--- src/rtl/fp_normalize_stage_pkg.sv ---
// ============================================================================
// Module      : fp_pkg
// Description : Shared definitions for the floating-point add pipeline:
//               default field widths, exponent saturation value, the
//               normalizer state encoding and the packed FP word layout.
// Revision    : 1.0 - initial release
// ============================================================================
`default_nettype none

package fp_pkg;

    localparam int MANT_W_DEFAULT = 8;
    localparam int EXP_W_DEFAULT  = 3;
    localparam int EXP_MAX        = (2 ** EXP_W_DEFAULT) - 1;

    // Normalizer control states
    typedef enum logic [1:0] {
        ST_IDLE  = 2'd0,
        ST_SHIFT = 2'd1,
        ST_DONE  = 2'd2
    } norm_state_t;

    // Packed floating-point word shared by the adder and normalizer stages
    typedef struct packed {
        logic                      sign;
        logic [EXP_W_DEFAULT-1:0]  exponent;
        logic [MANT_W_DEFAULT-1:0] mantissa;
    } fp_word_t;

endpackage

`default_nettype wire

--- src/rtl/fp_normalize_stage_if.sv ---
// ============================================================================
// Module      : fp_normalize_stage_if
// Description : Handshake and data bundle between the FP adder (master side)
//               and the post-add normalization stage (slave side).
// Revision    : 1.0 - initial release
// ============================================================================
`default_nettype none

interface fp_normalize_stage_if #(
    parameter int MANT_W = fp_pkg::MANT_W_DEFAULT,
    parameter int EXP_W  = fp_pkg::EXP_W_DEFAULT
);
    // Upstream side: raw adder sum
    logic              in_valid;
    logic              in_ready;
    logic [MANT_W:0]   raw_mantissa;
    logic [EXP_W-1:0]  raw_exponent;
    logic              raw_sign;

    // Downstream side: normalized result
    logic              out_valid;
    logic              out_ready;
    logic [MANT_W-1:0] norm_mantissa;
    logic [EXP_W-1:0]  norm_exponent;
    logic              norm_sign;
    logic              overflow;
    logic              underflow;
    logic [2:0]        shift_count;

    // Producer of raw sums and consumer of normalized results
    modport master (
        output in_valid, raw_mantissa, raw_exponent, raw_sign, out_ready,
        input  in_ready, out_valid, norm_mantissa, norm_exponent, norm_sign,
               overflow, underflow, shift_count
    );

    // The normalization stage itself
    modport slave (
        input  in_valid, raw_mantissa, raw_exponent, raw_sign, out_ready,
        output in_ready, out_valid, norm_mantissa, norm_exponent, norm_sign,
               overflow, underflow, shift_count
    );

endinterface

`default_nettype wire

--- src/rtl/fp_normalize_stage_round.sv ---
// ============================================================================
// Module      : fp_round_nearest_even
// Description : Combinational conditional increment with carry-out, used to
//               round the mantissa after the carry right-shift.
// Revision    : 1.0 - initial release
// ============================================================================
`default_nettype none

module fp_round_nearest_even #(
    parameter int WIDTH = 8
) (
    input  wire logic [WIDTH-1:0] i_a,
    input  wire logic             i_inc,
    output logic      [WIDTH-1:0] o_sum,
    output logic                  o_carry
);

    // Increment by one when requested; carry flags a wrap to zero
    assign {o_carry, o_sum} = {1'b0, i_a} + {{WIDTH{1'b0}}, i_inc};

endmodule

`default_nettype wire

--- src/rtl/fp_normalize_stage.sv ---
// ============================================================================
// Module      : fp_normalize_stage
// Description : Post-add normalization. Classifies the raw adder sum on
//               accept, then left-shifts one bit per cycle until the leading
//               one reaches the MSB or the exponent bottoms out. Carry-out
//               sums are right-shifted once with exponent saturation.
//               Optional build macro FP_NORM_ROUND_EN: round-to-nearest-even
//               on the carry right-shift (truncation when undefined).
// Revision    : 1.0 - initial release
// ============================================================================
`default_nettype none

module fp_normalize_stage
    import fp_pkg::*;
#(
    parameter int MANT_W = MANT_W_DEFAULT,
    parameter int EXP_W  = EXP_W_DEFAULT
) (
    input wire logic             clk,
    input wire logic             rst_n,
    fp_normalize_stage_if.slave  bus
);

    localparam logic [EXP_W-1:0]  C_EXP_SAT  = {EXP_W{1'b1}};
    localparam logic [MANT_W-1:0] C_MANT_SAT = {MANT_W{1'b1}};

    norm_state_t       state_q, state_d;
    logic [MANT_W-1:0] mant_q, mant_d;
    logic [EXP_W-1:0]  exp_q, exp_d;
    logic              sign_q, sign_d;
    logic              ovf_q, ovf_d;
    logic              unf_q, unf_d;
    logic [2:0]        shcnt_q, shcnt_d;

    // Mantissa after dropping the carry-stage LSB (rounded or truncated)
    logic [MANT_W-1:0] w_carry_mant;
    logic [MANT_W-1:0] w_shift_mant;
    logic [EXP_W-1:0]  w_shift_exp;

`ifdef FP_NORM_ROUND_EN
    logic w_rnd_wrap;

    fp_round_nearest_even #(
        .WIDTH (MANT_W)
    ) u_round (
        .i_a     (bus.raw_mantissa[MANT_W:1]),
        .i_inc   (bus.raw_mantissa[1] & bus.raw_mantissa[0]),
        .o_sum   (w_carry_mant),
        .o_carry (w_rnd_wrap)
    );
`else
    assign w_carry_mant = bus.raw_mantissa[MANT_W:1];
`endif

    assign w_shift_mant = {mant_q[MANT_W-2:0], 1'b0};
    assign w_shift_exp  = exp_q - 1'b1;

    // State and result registers; reset discards any in-flight result
    always_ff @(posedge clk or negedge rst_n) begin
        if (!rst_n) begin
            state_q <= ST_IDLE;
            mant_q  <= '0;
            exp_q   <= '0;
            sign_q  <= 1'b0;
            ovf_q   <= 1'b0;
            unf_q   <= 1'b0;
            shcnt_q <= 3'd0;
        end else begin
            state_q <= state_d;
            mant_q  <= mant_d;
            exp_q   <= exp_d;
            sign_q  <= sign_d;
            ovf_q   <= ovf_d;
            unf_q   <= unf_d;
            shcnt_q <= shcnt_d;
        end
    end

    // Classification on accept, iterative shifting, and retirement
    always_comb begin
        state_d = state_q;
        mant_d  = mant_q;
        exp_d   = exp_q;
        sign_d  = sign_q;
        ovf_d   = ovf_q;
        unf_d   = unf_q;
        shcnt_d = shcnt_q;

        case (state_q)
            ST_IDLE: begin
                if (bus.in_valid) begin
                    state_d = ST_DONE;
                    ovf_d   = 1'b0;
                    unf_d   = 1'b0;
                    shcnt_d = 3'd0;
                    sign_d  = bus.raw_sign;
                    exp_d   = bus.raw_exponent;
                    mant_d  = bus.raw_mantissa[MANT_W-1:0];

                    if (bus.raw_mantissa == '0) begin
                        // Exact cancellation always yields positive zero
                        mant_d = '0;
                        exp_d  = '0;
                        sign_d = 1'b0;
                    end else if (bus.raw_mantissa[MANT_W]) begin
                        if (bus.raw_exponent == C_EXP_SAT) begin
                            ovf_d  = 1'b1;
                            mant_d = C_MANT_SAT;
                        end else begin
                            mant_d = w_carry_mant;
                            exp_d  = bus.raw_exponent + 1'b1;
`ifdef FP_NORM_ROUND_EN
                            // Rounding carried out of the MSB: renormalize again
                            if (w_rnd_wrap) begin
                                if (exp_d == C_EXP_SAT) begin
                                    ovf_d  = 1'b1;
                                    mant_d = C_MANT_SAT;
                                end else begin
                                    mant_d = {1'b1, {(MANT_W-1){1'b0}}};
                                    exp_d  = exp_d + 1'b1;
                                end
                            end
`endif
                        end
                    end else if (bus.raw_mantissa[MANT_W-1]) begin
                        // Already normalized: pass through
                    end else if (bus.raw_exponent == '0) begin
                        unf_d = 1'b1;
                    end else begin
                        state_d = ST_SHIFT;
                    end
                end
            end

            ST_SHIFT: begin
                mant_d  = w_shift_mant;
                exp_d   = w_shift_exp;
                shcnt_d = shcnt_q + 3'd1;
                if (w_shift_mant[MANT_W-1]) begin
                    state_d = ST_DONE;
                end else if (w_shift_exp == '0) begin
                    state_d = ST_DONE;
                    unf_d   = 1'b1;
                end
            end

            ST_DONE: begin
                if (bus.out_ready) begin
                    state_d = ST_IDLE;
                end
            end

            default: begin
                state_d = ST_IDLE;
            end
        endcase
    end

    assign bus.in_ready      = (state_q == ST_IDLE);
    assign bus.out_valid     = (state_q == ST_DONE);
    assign bus.norm_mantissa = mant_q;
    assign bus.norm_exponent = exp_q;
    assign bus.norm_sign     = sign_q;
    assign bus.overflow      = ovf_q;
    assign bus.underflow     = unf_q;
    assign bus.shift_count   = shcnt_q;

endmodule

`default_nettype wire

--- src/flat_wrapper.sv ---
// flat-port wrapper written by rule: the top's interface ports become plain ports
module fp_normalize_stage_flat import fp_pkg::*;
#(
    parameter int MANT_W = MANT_W_DEFAULT,
    parameter int EXP_W  = EXP_W_DEFAULT
)
  (clk, rst_n, bus_in_valid, bus_raw_mantissa, bus_raw_exponent, bus_raw_sign, bus_out_ready, bus_in_ready, bus_out_valid, bus_norm_mantissa, bus_norm_exponent, bus_norm_sign, bus_overflow, bus_underflow, bus_shift_count);
  fp_normalize_stage_if #(.MANT_W(MANT_W), .EXP_W(EXP_W)) bus_i ();
  input wire logic clk;
  input wire logic rst_n;
  input wire logic [$bits(bus_i.in_valid)-1:0] bus_in_valid;
  input wire logic [$bits(bus_i.raw_mantissa)-1:0] bus_raw_mantissa;
  input wire logic [$bits(bus_i.raw_exponent)-1:0] bus_raw_exponent;
  input wire logic [$bits(bus_i.raw_sign)-1:0] bus_raw_sign;
  input wire logic [$bits(bus_i.out_ready)-1:0] bus_out_ready;
  output wire logic [$bits(bus_i.in_ready)-1:0] bus_in_ready;
  output wire logic [$bits(bus_i.out_valid)-1:0] bus_out_valid;
  output wire logic [$bits(bus_i.norm_mantissa)-1:0] bus_norm_mantissa;
  output wire logic [$bits(bus_i.norm_exponent)-1:0] bus_norm_exponent;
  output wire logic [$bits(bus_i.norm_sign)-1:0] bus_norm_sign;
  output wire logic [$bits(bus_i.overflow)-1:0] bus_overflow;
  output wire logic [$bits(bus_i.underflow)-1:0] bus_underflow;
  output wire logic [$bits(bus_i.shift_count)-1:0] bus_shift_count;
  assign bus_i.in_valid = bus_in_valid;
  assign bus_i.raw_mantissa = bus_raw_mantissa;
  assign bus_i.raw_exponent = bus_raw_exponent;
  assign bus_i.raw_sign = bus_raw_sign;
  assign bus_i.out_ready = bus_out_ready;
  assign bus_in_ready = bus_i.in_ready;
  assign bus_out_valid = bus_i.out_valid;
  assign bus_norm_mantissa = bus_i.norm_mantissa;
  assign bus_norm_exponent = bus_i.norm_exponent;
  assign bus_norm_sign = bus_i.norm_sign;
  assign bus_overflow = bus_i.overflow;
  assign bus_underflow = bus_i.underflow;
  assign bus_shift_count = bus_i.shift_count;
  fp_normalize_stage #(.MANT_W(MANT_W), .EXP_W(EXP_W)) u_core (.clk(clk), .rst_n(rst_n), .bus(bus_i));
endmodule
--- config.mk ---
export PLATFORM = sky130hd
export DESIGN_NAME = fp_normalize_stage_flat
export DESIGN_NICKNAME = d
export VERILOG_FILES = /design/src/rtl/fp_normalize_stage_pkg.sv /design/src/rtl/fp_normalize_stage_if.sv /design/src/rtl/fp_normalize_stage_round.sv /design/src/rtl/fp_normalize_stage.sv /design/src/flat_wrapper.sv
export SDC_FILE = /design/constraint.sdc
export NUM_CORES = 1
export LEC_CHECK = 0
export BUFFER_PORTS_ARGS = -buffer_cell sky130_fd_sc_hd__buf_2
export CORE_MARGIN = 2
export CORE_UTILIZATION = 49
export CTS_BUF_LIST = sky130_fd_sc_hd__clkbuf_16
export CTS_CLUSTER_DIAMETER = 50
export DETAILED_ROUTE_END_ITERATION = 10
export PLACE_DENSITY = 0.78
export REMOVE_ABC_BUFFERS = 1
export SLEW_MARGIN = 15
export SYNTH_ARGS = -nofsm -noshare
export SYNTH_HDL_FRONTEND = slang
export SYNTH_HIERARCHICAL = 1
export SYNTH_SLANG_ARGS = --single-unit
--- constraint.sdc ---
create_clock -name clk -period 1.67 [get_ports clk]
set_input_delay 0.0835 -clock clk [delete_from_list [all_inputs] [get_ports clk]]
set_output_delay 0.0835 -clock clk [all_outputs]
set_load 0.02 [all_outputs]
# Word level (Yosys, flattened, before mapping)
# Cells that the tools add are included.
# op_classes
reduce_logical,9
n_eq_ne,8
muxes,33
n_addsub,3
# ops
cell,n
$mux 8,3
$mux 2,8
$pmux 8 s2,1
$mux 3,5
$pmux 3 s2,2
$mux 1,11
$logic_not 9->1,1
$mux 7,1
$add 3x1->3 const B,2
$logic_not 3->1,2
$ne 2x2->1 const B,3
$pmux 2 s3,1
$reduce_and 2->1,2
$reduce_and 4->1,1
$eq 3x3->1 const B,1
$ne 3x1->1 const B,1
$reduce_and 3->1,1
$sub 3x1->3 const B,1
$eq 2x1->1 const B,1
$eq 2x2->1 const B,1
$logic_not 2->1,1
$ne 2x1->1 const B,1
$pmux 1 s2,1
$reduce_bool 2->1,1
# totals
ff_bits,19
wordCells,60

# Longest topological paths before layout
# depth
word_depth,7
depth_mapped,6

# Worst setup path before layout
# OpenSTA, ideal clock, no wires.
# synth_path
path_type,register to register
startpoint,reg u_core.state_q[0]
endpoint,"reg u_core.exp_q[2], in the netlist u_core/bus.norm_exponent[2]"
stages_incl_launch_ff,5
arrival_ns,1.514
setup_time_ns,0.116
slack_ns,0.040
required_ns,1.554
cell_sequence,dfrtp_1 > nor2_1 > nand2_1 > a21o_1 > o311ai_0
# synth_between
elab_chain_cells,3
elab_cells_between_ends,6
cone_classes,2 x eq/ne; 1 x mux; 3 x reduce/logical
# synth_rtl
element,line,source
from (decl),fp_normalize_stage.sv:27,"norm_state_t state_q, state_d;"
from (signal assigned),fp_normalize_stage.sv:69,state_q <= state_d;
$logic_not 2->1 *,--,
net bus_in_ready,flat_wrapper.sv:16,output wire logic [$bits(bus_i.in_ready)-1:0] bus_in_ready;
$ne 2x2->1 (no source line) or $reduce_bool 2->1 (tied branches),--,
$reduce_and 2->1 (no source line),--,
to (signal assigned),fp_normalize_stage.sv:71,exp_q <= exp_d;
to (decl),fp_normalize_stage.sv:29,"logic [EXP_W-1:0] exp_q, exp_d;"
# The timed path passes the listed nets; every way through them passes the cells marked *.
# A chain may end at the register's enable or synchronous reset.

# Worst setup path in the final report
# layout_path
startpoint,"reg u_core.exp_q[1], in the netlist u_core/bus.norm_exponent[1]"
endpoint,reg u_core.state_q[1]
# layout_between
elab_chain_cells,4
# layout_rtl
element,line,source
$sub 3x1->3,fp_normalize_stage.sv:56,assign w_shift_exp = exp_q - 1'b1;
$logic_not 3->1,fp_normalize_stage.sv:141,end else if (w_shift_exp == '0) begin
$ne 3x1->1 (no source line),--,
$reduce_and 3->1 (no source line),--,
# Every way passes these cells.

==> metrics.txt <==
status finished, final reports clean; Pins Over Slew Limit 0; CTS Buf Count 3; Clk pwr share 19.9%; layout cells sized above 1 32.5%; Distinct cells, synth 32; met1 Use GR 30.4%; most area-consuming cells after synthesis dfrtp_1, o22ai_1, ha_1; P_sw 1050 uW; row cnt 16; hold_buf cts 1; drt wl/cell 15.3 um; setup TNS 0 ns; VDD IR max 0.979 mV; complex-gate fraction of the synthesized area 24.3%; CORE AREA 2000 um^2; # Post-CTS Setup Buffers 0; clock-pin slew on the worst setup and hold paths 0.06 ns; vias per cell 5.84; routability cong. 0.844; post-CTS sizing 0; placed insts 179; GRT overflow 0; number of diodes 0; Post-synth top cells dfrtp_1, nand2_1, o22ai_1, a21oi_1, nor2_1; Design Power 2490 uW; Pleak 0.000706 uW; top-count cell post-synth dfrtp_1; fin cells 184; fmax 646 MHz; TritonCTS clock tree built; Synth Area in Adders 5.90%; vias 1,074; clock skew 0.00325 ns; simple-gate share of the synthesized area 16.9%; Final ANT Viol Nets 0; Synth async-reset ratio 100%; initial DRC count 47; Buf/Inv on CP 1; Final setup viols 0; H-Tree Level Count 1; hold crit path type input pin to flip-flop; CP Max Fanout 3; CTS Sinks 19; Synth top area share 44.8%; post-synthesis mux area share 0.943%; #FFs+latches synth 19; number of port buffers 35; CTS root buffer clkbuf_16; area added between synthesis and finish 31.3%; met3 track demand over resource 2.08%; Crit Path Class flip-flop to flip-flop; die area 2550 um^2; filler cell count 175; Slowest cell on crit path dfrtp_1; Post-Synthesis Cells 114; Sw Share 42.0%; Longest Clk Path Bufs 2; Tmin final 1.55 ns; FF/Latch Area 475 um^2; largest net degree at the start of global routing 20; Final Util 69.6%; initial antenna violation count 0; Synthesis Warnings 6; height of the die 50.5 um; GRT Util Overall 23.4%; Initial Util 53.0%; M2 GR Usage 40.1%; Reg power frac 32.7%; xor and xnor area share after synthesis 2.48%; Nets 180; RSZ-0062 raised after global routing no; worst hold slack 0.0758 ns; synthesized area per cell 9.31 um^2; Worst setup EP type flip-flop; # DRC 0; DIE WIDTH 50.5 um; pwr/cell area 1790 nW/um^2; post-synthesis sequential area ratio 44.8%; GRT busiest layer met2; Worst setup SP type flip-flop; final WL 2.81 mm; Gate power share 47.4%; cell family with most CP delay compound AO/OA/AOI/OAI gates; main flop type after synthesis dfrtp_1; Critical Path RT 1.78 ns; HPWL after DPL 2.03 mm; Internal Power 1440 uW; Initial DRT Pass Iterations 4; Slew HR 70.8%; # IOs 36; slowest cell delay on critical path 0.37 ns; worst path cell trace inv_1 -> ha_1 -> xnor2_1 -> a211oi_1 -> a2bb2oi_1 -> a31oi_1; largest family of logic cells by synthesized area compound AO/OA/AOI/OAI gates; dominant cell type by area after synthesis dfrtp_1; Max Cap Violations 0; later-pin clock latency in the skew report 0.25 ns; Worst Path Arrival 1.66 ns; Fin. Hold Viols 0; worst-margin pin slew 0.438 ns; vias in the first global route 987; Post-synth EDFFs 0; Post-Syn Area 1060 um^2; global-route wire length before repair 4.49 mm; Multi-input gate area 536 um^2; fin crit share 92.7%
layer usage:
layer  routed length [um]  vias to the layer above
met5                    0                        -
met4                   14                        0
met3                  212                        2
met2                 1450                       54
met1                 1140                      516
li1                     -                      502
state kept, by name, summed over array words and instances (netlist names):
register / flops
u_core/bus.overflow: 1
u_core/bus.shift_count: 3
u_core/bus.norm_mantissa: 8
u_core/bus.norm_exponent: 3
u_core/bus.underflow: 1
u_core/bus.norm_sign: 1
u_core/state_q: 2
power groups by stage:
stage | logic [uW] | registers (uW) | clock network (uW)
after floorplan | 493 | 1020 | 0
after global placement | 1130 | 810 | 0
after detailed placement | 1170 | 817 | 0
after CTS | 1190 | 816 | 500
after global routing | 1260 | 844 | 522
final | 1180 | 815 | 495
logic make-up after synthesis:
| group | Yosys count |
|---|---|
| AO/OA/AOI/OAI | 39 |
| buffers and inverters | 11 |
| adder cells (fa/ha/maj) | 5 |
| multiplexers | 1 |
| AND/OR/NAND/NOR | 36 |
| flip-flops | 19 |
| XOR/XNOR | 3 |
path summary, 6_finish.rpt:
path	start	slack [ns]	depth (start not counted)	to
worst min register to register	u_core/bus.norm_mantissa[7]	0.48	2	u_core/bus.norm_mantissa[7]
worst max-delay path	u_core/bus.norm_exponent[1]	0.12	6	u_core/state_q[1]
worst max register to register	u_core/bus.norm_exponent[1]	0.12	6	u_core/state_q[1]
max in group asynchronous	rst_n	1.05	2	u_core/state_q[0]
min in group asynchronous	rst_n	0.31	2	u_core/state_q[1]
worst min-delay path	bus_in_valid	0.08	2	u_core/bus.shift_count[2]
cell type report:
class	count	area share [%]
multi-input combinational	84	38.5
sequential	19	34.1
timing repair buffer	44	17.6
clock buffer	3	5.39
tap	27	2.43
inverter	6	1.62
clock inverter	1	0.359
layout by cell type (no fill, tap or decap), types with 2 or more instances in the layout:
| cell type | n |
|---|---|
| nor3b_1 | 2 |
| nand3_1 | 3 |
| ha_1 | 5 |
| nor2b_1 | 3 |
| nor2_1 | 9 |
| dfrtp_1 | 19 |
| nand2b_1 | 2 |
| a21oi_1 | 9 |
| buf_2 | 35 |
| o221ai_2 | 2 |
| nand2_1 | 13 |
| o22ai_1 | 13 |
| o21ai_0 | 6 |
| clkbuf_16 | 3 |
| xnor2_1 | 2 |
| buf_4 | 8 |
| inv_1 | 6 |
through the flow:
step                      setup WS [ns]  instance area, um^2
final                             0.122                 1390
after global placement            0.191                 1300
after detailed placement          0.138                 1300
after global routing             0.0537                 1390
after CTS                         0.105                 1390
after floorplan                  -0.253                 1030
Power figures use the tool's default switching activity.
